`config.mk`:
```
export PLATFORM = sky130hd
export DESIGN_NAME = gpio_bus_initiator
export DESIGN_NICKNAME = d
export VERILOG_FILES = /design/src/rtl/gpio_reg_pkg.sv /design/src/rtl/gpio_cmd_fifo.sv /design/src/rtl/gpio_bus_initiator.sv
export SDC_FILE = /design/constraint.sdc
export NUM_CORES = 1
export LEC_CHECK = 0
export ABC_AREA = 1
export CAP_MARGIN = 40
export CORE_ASPECT_RATIO = 0.9
export CORE_MARGIN = 3
export CORE_UTILIZATION = 51
export DETAILED_ROUTE_END_ITERATION = 7
export DONT_BUFFER_PORTS = 1
export GPL_TIMING_DRIVEN = 0
export PLACE_DENSITY_LB_ADDON = 0.2
export SYNTH_ARGS = -nofsm -noshare
export SYNTH_HDL_FRONTEND = slang
export SYNTH_SLANG_ARGS = --single-unit
```
`constraint.sdc`:
```
create_clock -name sysclk -period 5.5 [get_ports sysclk]
set_input_delay 1.1 -clock sysclk [delete_from_list [all_inputs] [get_ports sysclk]]
set_output_delay 1.1 -clock sysclk [all_outputs]
set_load 0.05 [all_outputs]
```
`src/rtl/gpio_reg_pkg.sv`:
```
// Shared definitions for the GPIO register bus: register map, CTRL bit
// positions and the bus-initiator FSM state encoding.
package gpio_reg_pkg;

   localparam logic [31:0] RGPIO_IN    = 32'h00;
   localparam logic [31:0] RGPIO_OUT   = 32'h04;
   localparam logic [31:0] RGPIO_OE    = 32'h08;
   localparam logic [31:0] RGPIO_INTE  = 32'h0C;
   localparam logic [31:0] RGPIO_PTRIG = 32'h10;
   localparam logic [31:0] RGPIO_AUX   = 32'h14;
   localparam logic [31:0] RGPIO_CTRL  = 32'h18;
   localparam logic [31:0] RGPIO_INTS  = 32'h1C;
   localparam logic [31:0] RGPIO_ECLK  = 32'h20;
   localparam logic [31:0] RGPIO_NEC   = 32'h24;

   localparam int RGPIO_CTRL_INTE = 0;
   localparam int RGPIO_CTRL_INTS = 1;

   typedef enum logic [2:0] {
      ST_IDLE,
      ST_BUS,
      ST_RESP,
      ST_IRQ_BUS,
      ST_IRQ_RESP
   } state_e;

endpackage

```
`src/rtl/gpio_cmd_fifo.sv`:
```
// Synchronous command FIFO with occupancy count; the count carries one
// extra bit so a completely full FIFO is representable.
module gpio_cmd_fifo #(
   parameter int FIFO_DEPTH = 4,
   parameter int W          = 65,
   localparam int PW        = $clog2(FIFO_DEPTH)
) (
   input  logic          sysclk,
   input  logic          sysrst_n,
   input  logic          push_i,
   input  logic [W-1:0]  din_i,
   input  logic          pop_i,
   output logic [W-1:0]  dout_o,
   output logic          full_o,
   output logic          empty_o,
   output logic [PW:0]   level_o
);

   localparam logic [PW:0] FULL_LVL = (PW+1)'(FIFO_DEPTH);

   logic [W-1:0]  mem_q [FIFO_DEPTH];
   logic [PW-1:0] wr_ptr_q, rd_ptr_q;
   logic [PW:0]   level_q;
   logic          push_ok, pop_ok;

   assign full_o  = (level_q == FULL_LVL);
   assign empty_o = (level_q == '0);
   assign level_o = level_q;
   assign push_ok = push_i && !full_o;
   assign pop_ok  = pop_i && !empty_o;
   assign dout_o  = mem_q[rd_ptr_q];

   always_ff @(posedge sysclk or negedge sysrst_n) begin
      if (!sysrst_n) begin
         wr_ptr_q <= '0;
         rd_ptr_q <= '0;
         level_q  <= '0;
      end else begin
         if (push_ok) wr_ptr_q <= wr_ptr_q + PW'(1);
         if (pop_ok)  rd_ptr_q <= rd_ptr_q + PW'(1);
         case ({push_ok, pop_ok})
            2'b10:   level_q <= level_q + (PW+1)'(1);
            2'b01:   level_q <= level_q - (PW+1)'(1);
            default: level_q <= level_q;
         endcase
      end
   end

   // Storage needs no reset: pointers and level define what is valid.
   always_ff @(posedge sysclk) begin
      if (push_ok) mem_q[wr_ptr_q] <= din_i;
   end

endmodule

```
`src/rtl/gpio_bus_initiator.sv`:
```
// Host-side initiator for the GPIO register bus: queues commands, issues one
// registered single-cycle bus transaction each, and optionally services irqs.
module gpio_bus_initiator
   import gpio_reg_pkg::*;
#(
   parameter int                FIFO_DEPTH = 4,
   parameter int                ADDR_W     = 32,
   parameter int                DATA_W     = 32,
   parameter logic [ADDR_W-1:0] INTS_ADDR  = ADDR_W'(RGPIO_INTS),
   localparam int               LW         = $clog2(FIFO_DEPTH) + 1
) (
   input  logic              sysclk,
   input  logic              sysrst_n,
   input  logic              cmd_valid,
   output logic              cmd_ready,
   input  logic              cmd_we,
   input  logic [ADDR_W-1:0] cmd_addr,
   input  logic [DATA_W-1:0] cmd_wdata,
   output logic              rsp_valid,
   input  logic              rsp_ready,
   output logic [DATA_W-1:0] rsp_rdata,
   output logic [ADDR_W-1:0] rsp_addr,
   output logic              rsp_irq,
   input  logic              irq_svc_en,
   input  logic              gpio_inta_i,
   output logic              gpio_we_o,
   output logic [ADDR_W-1:0] gpio_addr_o,
   output logic [DATA_W-1:0] gpio_wdat_o,
   input  logic [DATA_W-1:0] gpio_rdat_i,
   output logic              busy,
   output logic [LW-1:0]     fifo_level
);

   localparam int FW = 1 + ADDR_W + DATA_W;

   state_e            state_q;
   logic              irq_block_q;
   logic              rsp_valid_q, rsp_irq_q;
   logic [DATA_W-1:0] rsp_rdata_q;
   logic [ADDR_W-1:0] rsp_addr_q;
   logic              gpio_we_q;
   logic [ADDR_W-1:0] gpio_addr_q;
   logic [DATA_W-1:0] gpio_wdat_q;

   logic              fifo_full, fifo_empty, fifo_pop, irq_take;
   logic [FW-1:0]     fifo_dout;
   logic              f_we;
   logic [ADDR_W-1:0] f_addr;
   logic [DATA_W-1:0] f_wdata;

   assign {f_we, f_addr, f_wdata} = fifo_dout;

   // Interrupt service outranks queued commands; one service per assertion.
   assign irq_take = irq_svc_en && gpio_inta_i && !irq_block_q;
   assign fifo_pop = (state_q == ST_IDLE) && !irq_take && !fifo_empty;

   gpio_cmd_fifo #(
      .FIFO_DEPTH (FIFO_DEPTH),
      .W          (FW)
   ) u_fifo (
      .sysclk   (sysclk),
      .sysrst_n (sysrst_n),
      .push_i   (cmd_valid),
      .din_i    ({cmd_we, cmd_addr, cmd_wdata}),
      .pop_i    (fifo_pop),
      .dout_o   (fifo_dout),
      .full_o   (fifo_full),
      .empty_o  (fifo_empty),
      .level_o  (fifo_level)
   );

   always_ff @(posedge sysclk or negedge sysrst_n) begin
      if (!sysrst_n) begin
         state_q     <= ST_IDLE;
         irq_block_q <= 1'b0;
         rsp_valid_q <= 1'b0;
         rsp_irq_q   <= 1'b0;
         rsp_rdata_q <= '0;
         rsp_addr_q  <= '0;
         gpio_we_q   <= 1'b0;
         gpio_addr_q <= '0;
         gpio_wdat_q <= '0;
      end else begin
         if (!gpio_inta_i) irq_block_q <= 1'b0;
         case (state_q)
            ST_IDLE: begin
               if (irq_take) begin
                  gpio_addr_q <= INTS_ADDR;
                  gpio_we_q   <= 1'b0;
                  state_q     <= ST_IRQ_BUS;
               end else if (!fifo_empty) begin
                  gpio_addr_q <= f_addr;
                  gpio_wdat_q <= f_wdata;
                  gpio_we_q   <= f_we;
                  state_q     <= ST_BUS;
               end
            end
            ST_BUS: begin
               gpio_we_q <= 1'b0;
               if (gpio_we_q) begin
                  state_q <= ST_IDLE;
               end else begin
                  rsp_rdata_q <= gpio_rdat_i;
                  rsp_addr_q  <= gpio_addr_q;
                  rsp_irq_q   <= 1'b0;
                  rsp_valid_q <= 1'b1;
                  state_q     <= ST_RESP;
               end
            end
            ST_IRQ_BUS: begin
               rsp_rdata_q <= gpio_rdat_i;
               rsp_addr_q  <= gpio_addr_q;
               rsp_irq_q   <= 1'b1;
               rsp_valid_q <= 1'b1;
               state_q     <= ST_IRQ_RESP;
            end
            ST_RESP: begin
               if (rsp_ready) begin
                  rsp_valid_q <= 1'b0;
                  state_q     <= ST_IDLE;
               end
            end
            ST_IRQ_RESP: begin
               if (rsp_ready) begin
                  rsp_valid_q <= 1'b0;
                  state_q     <= ST_IDLE;
                  // A line already low has ended its episode; leave unblocked.
                  if (gpio_inta_i) irq_block_q <= 1'b1;
               end
            end
            default: state_q <= ST_IDLE;
         endcase
      end
   end

   assign cmd_ready   = !fifo_full;
   assign rsp_valid   = rsp_valid_q;
   assign rsp_rdata   = rsp_rdata_q;
   assign rsp_addr    = rsp_addr_q;
   assign rsp_irq     = rsp_irq_q;
   assign gpio_we_o   = gpio_we_q;
   assign gpio_addr_o = gpio_addr_q;
   assign gpio_wdat_o = gpio_wdat_q;
   assign busy        = (state_q != ST_IDLE) || !fifo_empty;

endmodule

```
==> metrics.csv, run 1 <==
stage,metric,value,unit
sta,max_slew.worst_pin.slew,0.856,ns
clocking,cts.sinks,402,
global_routing,grt_pass1_wl,53800,um
global_routing,grt_overflow,0,
floorplanning,die-area,32400,um^2
finish,nNetsFinal,1527,
finish,fillers,2408,
worst_setup_path,r2r_setup_slack,2.14,ns
clocking,clockBufferDepth,3,
drt,avgViaCountPerCell,5.18,
logic_synthesis,synthMuxAreaShare,0,%
pwr,p_comb_share,27.6,%
pwr,max-vdd-ir-drop,360,uV
finish,layout-area-overhead-vs-synth,13.1,%
drt,antenna_left,0,
place,place.gp.congestion,0.759,
floorplanning,fp.dieW,190,um
worst_setup_path,path_class,reg -> reg,
place,io_buffers,0,
worst_setup_path,critPathLaunchType,register,
worst_setup_path,r2r_cells,5,
pwr,p_switching,5.49,mW
clocking,clkLatencyLatePin,0.52,ns
clocking,cts_buffers,41,
worst_setup_path,startpoint,u_fifo.level_o[0]$_DFFE_PN0P_,
worst_setup_path,cp_max_fo,24,
pwr,power.total,12.3,mW
finish,fin_util,59.5,%
drt,vias,9555,
worst_setup_path,crit_arrival,3.56,ns
logic_synthesis,synth_top_family_by_area,simple AND/OR/NAND/NOR gates,
place,dp_cells,1771,
pwr,leakagePower,7.33,nW
sta,slew_headroom,42.8,%
sta,post-route-period-util,61.0,%
logic_synthesis,ys.flop_type,edfxtp_1,
logic_synthesis,yosys.area_share.simple,19.2,%
finish,fin_cells,1846,
place,preCtsSetupSlack,2.10,ns
logic_synthesis,synthesis.nets,1475,
drt,wl_per_cell,19.1,um
global_routing,antenna_found_initial,0,
logic_synthesis,synth.distinct_cells,30,
logic_synthesis,synth_seq_area_share,73.5,%
floorplanning,core_area,29400,um^2
clocking,cts_max_level,2,
worst_setup_path,rr_startpoint,u_fifo.level_o[0]$_DFFE_PN0P_,
drt,drcViolationCount,0,
clocking,cts_resized,0,
logic_synthesis,synthAdderAreaFrac,0.534,%
logic_synthesis,syn_area,15500,um^2
drt,wirelength,35200,um
clocking,path_clk_slew,0.06,ns
pwr,p_int,6.80,mW
finish,finalInstanceArea,17500,um^2
sta,max_freq,298,MHz
floorplanning,rows,59,
worst_setup_path,cp.required,5.70,ns
run_status,status,"complete, no violations",
floorplanning,chipHeight,171,um
worst_setup_path,critPathCaptureType,register,
pwr,p_per_area,703,nW/um^2
worst_setup_path,rr_endpoint,u_fifo.mem_q[0][16]$_DFFE_PP_,
logic_synthesis,syn_area_per_cell,11.3,um^2
sta,worst_slack,2.14,ns
finish,multiInputGateArea,3640,um^2
logic_synthesis,synth_edf_count,260,
sta,finalHoldViolations,0,
logic_synthesis,ys_ff_latch,402,
sta,setup_tns,0,ns
global_routing,grt_max_degree,143,
place,dpl.hpwl,23200,um
clocking,post_cts.repair.setup_buffers,0,
floorplanning,initial_core_util,52.6,%
flow_run,maxCapViolCount,0,
sta,whs,0.275,ns
logic_synthesis,ys_warn_count,0,
clocking,cts-hold-fix-buffers,0,
sta,layout_min_cycle_time,3.36,ns
global_routing,grt_pass1_vias,9436,
finish,layout-drive-gt1-share,9.72,%
logic_synthesis,synth_compound_area_share,3.33,%
drt,drt_iter0_drc,743,
finish,diodes,0,
global_routing,grt.total_usage,21.5,%
sta,fin_skew,0.0202,ns
pwr,p_clk_share,21.9,%
logic_synthesis,syn_inst,1366,
pwr,p_sw_share,44.6,%
logic_synthesis,async_reset_ff_share,35.3,%
hold_path,hp-class,in -> async,
place,placed_area,16200,um^2
drt,firstDrtPassIters,5,
floorplanning,io_pins,239,
sta,rsz0062_at_grt,false,
pwr,seqPwrFrac,50.4,%
clocking,root_buffer,clkbuf_16,
clocking,cts_tree,done,
sta,final_max_slew_viol_count,0,
sta,setup_viol,0,
logic_synthesis,synthXorXnorAreaFrac,0.283,%
finish,register_area,11400,um^2
## kinds of logic after synthesis
group,count (synthesis)
buffers and inverters,91
flip-flops,402
XOR/XNOR,5
AND/OR/NAND/NOR,761
adder cells (fa/ha/maj),6
AO/OA/AOI/OAI,101
## how the worst max path moves through the flow
stage / end / cells past startpoint / slack, ns
final: u_fifo.mem_q[0][16]$_DFFE_PP_ / 5 / 2.14
after global routing: u_fifo.mem_q[0][16]$_DFFE_PP_ / 5 / 1.90
after CTS: u_fifo.mem_q[0][16]$_DFFE_PP_ / 5 / 2.09
after detailed placement: u_fifo.mem_q[0][6]$_DFFE_PP_ / 5 / 2.10
after global placement: u_fifo.mem_q[1][59]$_DFFE_PP_ / 4 / -1.94
after floorplan: u_fifo.mem_q[0][0]$_DFFE_PP_ / 4 / 0.56
## flip-flops by register name (all words and copies together), names as in the netlist
register	flops
u_fifo.rd_ptr_q	2
rsp_irq	1
gpio_we_o	1
rsp_addr	32
gpio_addr_o	32
u_fifo.level_o	3
u_fifo.mem_q	260
gpio_wdat_o	32
u_fifo.wr_ptr_q	2
state_q	3
rsp_valid	1
irq_block_q	1
rsp_rdata	32
## cell usage in the layout (no fill, tap or decap), drive strengths merged
cell type,instances
ha,5
or2,1
edfxtp,260
nand4,2
clkinv,11
o21a,1
inv,21
xor2,3
dfrtp,142
nand3b,1
a21oi,1
bufinv,3
clkinvlp,1
nand2,541
fa,1
o211ai,1
clkbuf,69
o21ai,98
buf,70
xnor2,2
nor2,145
nand3,71
## area by class of cell
class	count	area share (%)
plain buffers	71	2.35
inverters	20	0.444
clock inverters	16	0.923
multi-input cells	873	20.8
well taps	396	2.83
repair buffers	9	1.07
clock buffers	59	6.55
flip-flops and latches	402	65.0
## power groups by stage
stage / Sequential, mW / Clock [mW] / Combinational, mW
finish: 6.19 / 2.70 / 3.40
global route: 6.28 / 2.88 / 3.88
detailed placement: 6.27 / 0 / 3.44
floorplan: 6.14 / 0 / 2.38
global placement: 6.33 / 0 / 3.25
CTS: 6.21 / 2.75 / 3.45
## Yosys cell counts, drive strengths merged, types with 3 or more instances
master / count / area share (%)
nand2: 541 / 13
nor2: 145 / 3.5
ha: 5 / 0.40
dfrtp: 142 / 23
buf: 61 / 2.4
xor2: 3 / 0.17
nand3: 71 / 2.4
clkbuf: 10 / 0.24
o21ai: 98 / 3.2
edfxtp: 260 / 50
inv: 19 / 0.48
## metal layers
layer  part of all wire [%]  routed length, um  GRT usage, %
met1                     43              15200          29.7
met4                    1.5                531          5.04
met2                     47              16500          34.6
met5                      0                  0             0
met3                    8.5               2980          5.99
## critical path, cell delays in order, from the launching register on
cell and delay [ns]:
dfrtp_1 0.68, clkinv_1 0.29, nand3_1 0.51, nand2_1 0.47, nor2_4 0.79, buf_12 0.28
No activity file was read; power rests on OpenSTA's default activity.
==> inputs of run 2 (changes only) <==
clock period = 2.8 ns   (was 5.5 ns; I/O delays follow)
==> metrics.csv, run 2 (same netlist as run 1, synthesis figures left out) <==
stage,metric,value,unit,change
sta,slew_headroom,46.8,%,was 42.8%
pwr,power.total,24.0,mW,was 12.3 mW
drt,wl_per_cell,19.0,um,was 19.1 um
worst_setup_path,critPathCaptureType,register,,unchanged
sta,fin_skew,0.0129,ns,was 0.0202 ns
place,place.gp.congestion,0.755,,was 0.759
worst_setup_path,cp.required,3.01,ns,was 5.70 ns
floorplanning,initial_core_util,52.6,%,unchanged
sta,max_freq,380,MHz,was 298 MHz
worst_setup_path,crit_arrival,2.85,ns,was 3.56 ns
clocking,cts_tree,done,,unchanged
finish,layout_commonest_cell,nand2_1,,unchanged
place,placed_area,16200,um^2,about the same
clocking,cts.sinks,402,,unchanged
worst_setup_path,r2r_cells,5,,unchanged
finish,layout-drive-gt1-share,9.79,%,was 9.72%
clocking,root_buffer,clkbuf_16,,unchanged
finish,multiInputGateArea,3650,um^2,was 3640 um^2
sta,whs,-0.259,ns,was 0.275 ns
global_routing,antenna_found_initial,0,,unchanged
worst_setup_path,path_class,reg -> reg,,unchanged
clocking,post_cts.repair.setup_buffers,0,,unchanged
floorplanning,core_area,29400,um^2,unchanged
floorplanning,io_pins,239,,unchanged
global_routing,grt_pass1_vias,9158,,was 9436
drt,avgViaCountPerCell,5.21,,was 5.18
drt,drcViolationCount,0,,unchanged
place,dp_cells,1773,,was 1771
sta,setup_viol,0,,unchanged
run_status,violations,negative hold slack,,
finish,register_area,11400,um^2,about the same
clocking,cts_buffers,40,,was 41
hold_path,hp-class,in -> async,,unchanged
drt,wirelength,35100,um,was 35200 um
floorplanning,fp.dieW,190,um,unchanged
sta,max_slew.worst_pin.slew,0.797,ns,was 0.856 ns
worst_setup_path,rr_startpoint,u_fifo.level_o[0]$_DFFE_PN0P_,,unchanged
clocking,path_clk_slew,0.06,ns,about the same
pwr,p_int,13.3,mW,was 6.80 mW
run_status,status,"complete, but fails checks",,"was complete, no violations"
drt,firstDrtPassIters,5,,unchanged
sta,layout_min_cycle_time,2.63,ns,was 3.36 ns
sta,rsz0062_at_grt,false,,unchanged
finish,layout-area-overhead-vs-synth,13.2,%,was 13.1%
finish,largest_reg_flops,260,,unchanged
finish,fin_util,59.6,%,was 59.5%
drt,drt_iter0_drc,622,,was 743
floorplanning,chipHeight,171,um,unchanged
finish,finalInstanceArea,17500,um^2,about the same
pwr,leakagePower,7.31,nW,was 7.33 nW
floorplanning,rows,59,,unchanged
clocking,clockBufferDepth,3,,unchanged
global_routing,grt_pass1_wl,53200,um,was 53800 um
worst_setup_path,r2r_setup_slack,0.17,ns,was 2.14 ns
sta,final_max_slew_viol_count,0,,unchanged
flow_run,maxCapViolCount,0,,unchanged
pwr,p_switching,10.7,mW,was 5.49 mW
finish,nNetsFinal,1528,,was 1527
drt,antenna_left,0,,unchanged
floorplanning,die-area,32400,um^2,unchanged
sta,post-route-period-util,94.1,%,was 61.0%
worst_setup_path,cp_max_fo,23,,was 24
finish,largest_register,u_fifo.mem_q,,unchanged
worst_setup_path,rr_endpoint,u_fifo.mem_q[3][33]$_DFFE_PP_,,was u_fifo.mem_q[0][16]$_DFFE_PP_
worst_setup_path,critPathLaunchType,register,,unchanged
global_routing,grt_max_degree,143,,unchanged
clocking,cts_max_level,2,,unchanged
pwr,max-vdd-ir-drop,792,uV,was 360 uV
pwr,p_comb_share,28.0,%,was 27.6%
finish,fin_cells,1847,,was 1846
pwr,p_per_area,1370,nW/um^2,was 703 nW/um^2
finish,layout_common_cells,"539 x nand2_1, 260 x edfxtp_1, 140 x nor2_1",,"was 540 x nand2_1, 260 x edfxtp_1, 142 x dfrtp_1"
place,dpl.hpwl,23500,um,was 23200 um
pwr,p_sw_share,44.7,%,was 44.6%
pwr,seqPwrFrac,50.8,%,was 50.4%
place,io_buffers,0,,unchanged
finish,fillers,2387,,was 2408
global_routing,grt_overflow,0,,unchanged
sta,finalHoldViolations,142,,was 0
finish,diodes,0,,unchanged
pwr,p_clk_share,21.2,%,was 21.9%
clocking,clkLatencyLatePin,0.52,ns,about the same
drt,vias,9618,,was 9555
global_routing,grt.total_usage,21.3,%,was 21.5%
==> run 2: cell count changes in the layout (fill, tap and decap cells not counted), moves of 2 or more <==
| cell | before | now |
|---|---|---|
| buf_16 | 1 | 4 |
| bufinv_16 | 3 | 1 |
| clkbuf_1 | 24 | 32 |
| clkbuf_8 | 3 | 6 |
| clkinv_1 | 4 | 1 |
| clkinv_2 | 7 | 1 |
| dfrtp_1 | 142 | 139 |
| dfrtp_2 | 0 | 3 |
==> run 2: repair_timing <==
item                                    in CTS  in global routing
endpoints found under the setup margin       0                 10
endpoints found under the hold margin      142                142
resized for setup                            0                  2
==> run 2: routing by layer <==
layer	global-route usage [%]	part of all wire, %	vias up	routed length, um
li1	-	-	4632	-
met4	5.40	1.9	0	680
met2	33.0	45	326	15900
met5	0	0	-	0
met1	30.4	44	4616	15500
met3	5.95	8.8	44	3090
==> run 2: worst max path at each step <==
stage / endpoint / startpoint
2_1_floorplan: u_fifo.mem_q[0][0]$_DFFE_PP_ / u_fifo.level_o[0]$_DFFE_PN0P_
3_3_place_gp: u_fifo.mem_q[0][58]$_DFFE_PP_ / u_fifo.level_o[0]$_DFFE_PN0P_
3_5_place_dp: u_fifo.level_o[2]$_DFFE_PN0P_ / u_fifo.level_o[2]$_DFFE_PN0P_
4_1_cts: u_fifo.mem_q[3][33]$_DFFE_PP_ / u_fifo.level_o[0]$_DFFE_PN0P_
5_1_grt: u_fifo.level_o[2]$_DFFE_PN0P_ / u_fifo.level_o[0]$_DFFE_PN0P_
6_report: u_fifo.mem_q[3][33]$_DFFE_PP_ / u_fifo.level_o[0]$_DFFE_PN0P_
==> run 2: layout make-up <==
| cell class | instances | area share [%] |
|---|---|---|
| plain buffers | 71 | 2.35 |
| clock buffers | 69 | 6.81 |
| clock inverters | 5 | 0.322 |
| inverters | 20 | 0.465 |
| multi-input cells | 873 | 20.9 |
| flip-flops and latches | 402 | 64.9 |
| well taps | 396 | 2.83 |
| repair buffers | 11 | 1.43 |
==> run 2: stage by stage <==
step | worst slack, ns | TNS [ns]
detailed placement | 0.126 | 0
floorplan | 0.0935 | 0
CTS | 0.0971 | 0
global route | 0.0143 | 0
finish | 0.166 | 0
global placement | -0.767 | -186.10
==> run 2: power groups by stage <==
stage	combinational (mW)	clock, mW	sequential [mW]
3_3_place_gp	6.41	0	12.3
3_5_place_dp	6.81	0	12.3
6_report	6.73	5.09	12.2
4_1_cts	6.84	5.20	12.2
2_1_floorplan	4.71	0	12.0
5_1_grt	7.66	5.43	12.4
==> run 2: critical path, stage by stage, from the launching register on <==
cell and delay (ns):
dfrtp_2 0.57, clkinvlp_4 0.22, nand3_2 0.29, nand2_2 0.26, nor2_4 0.68, buf_12 0.28
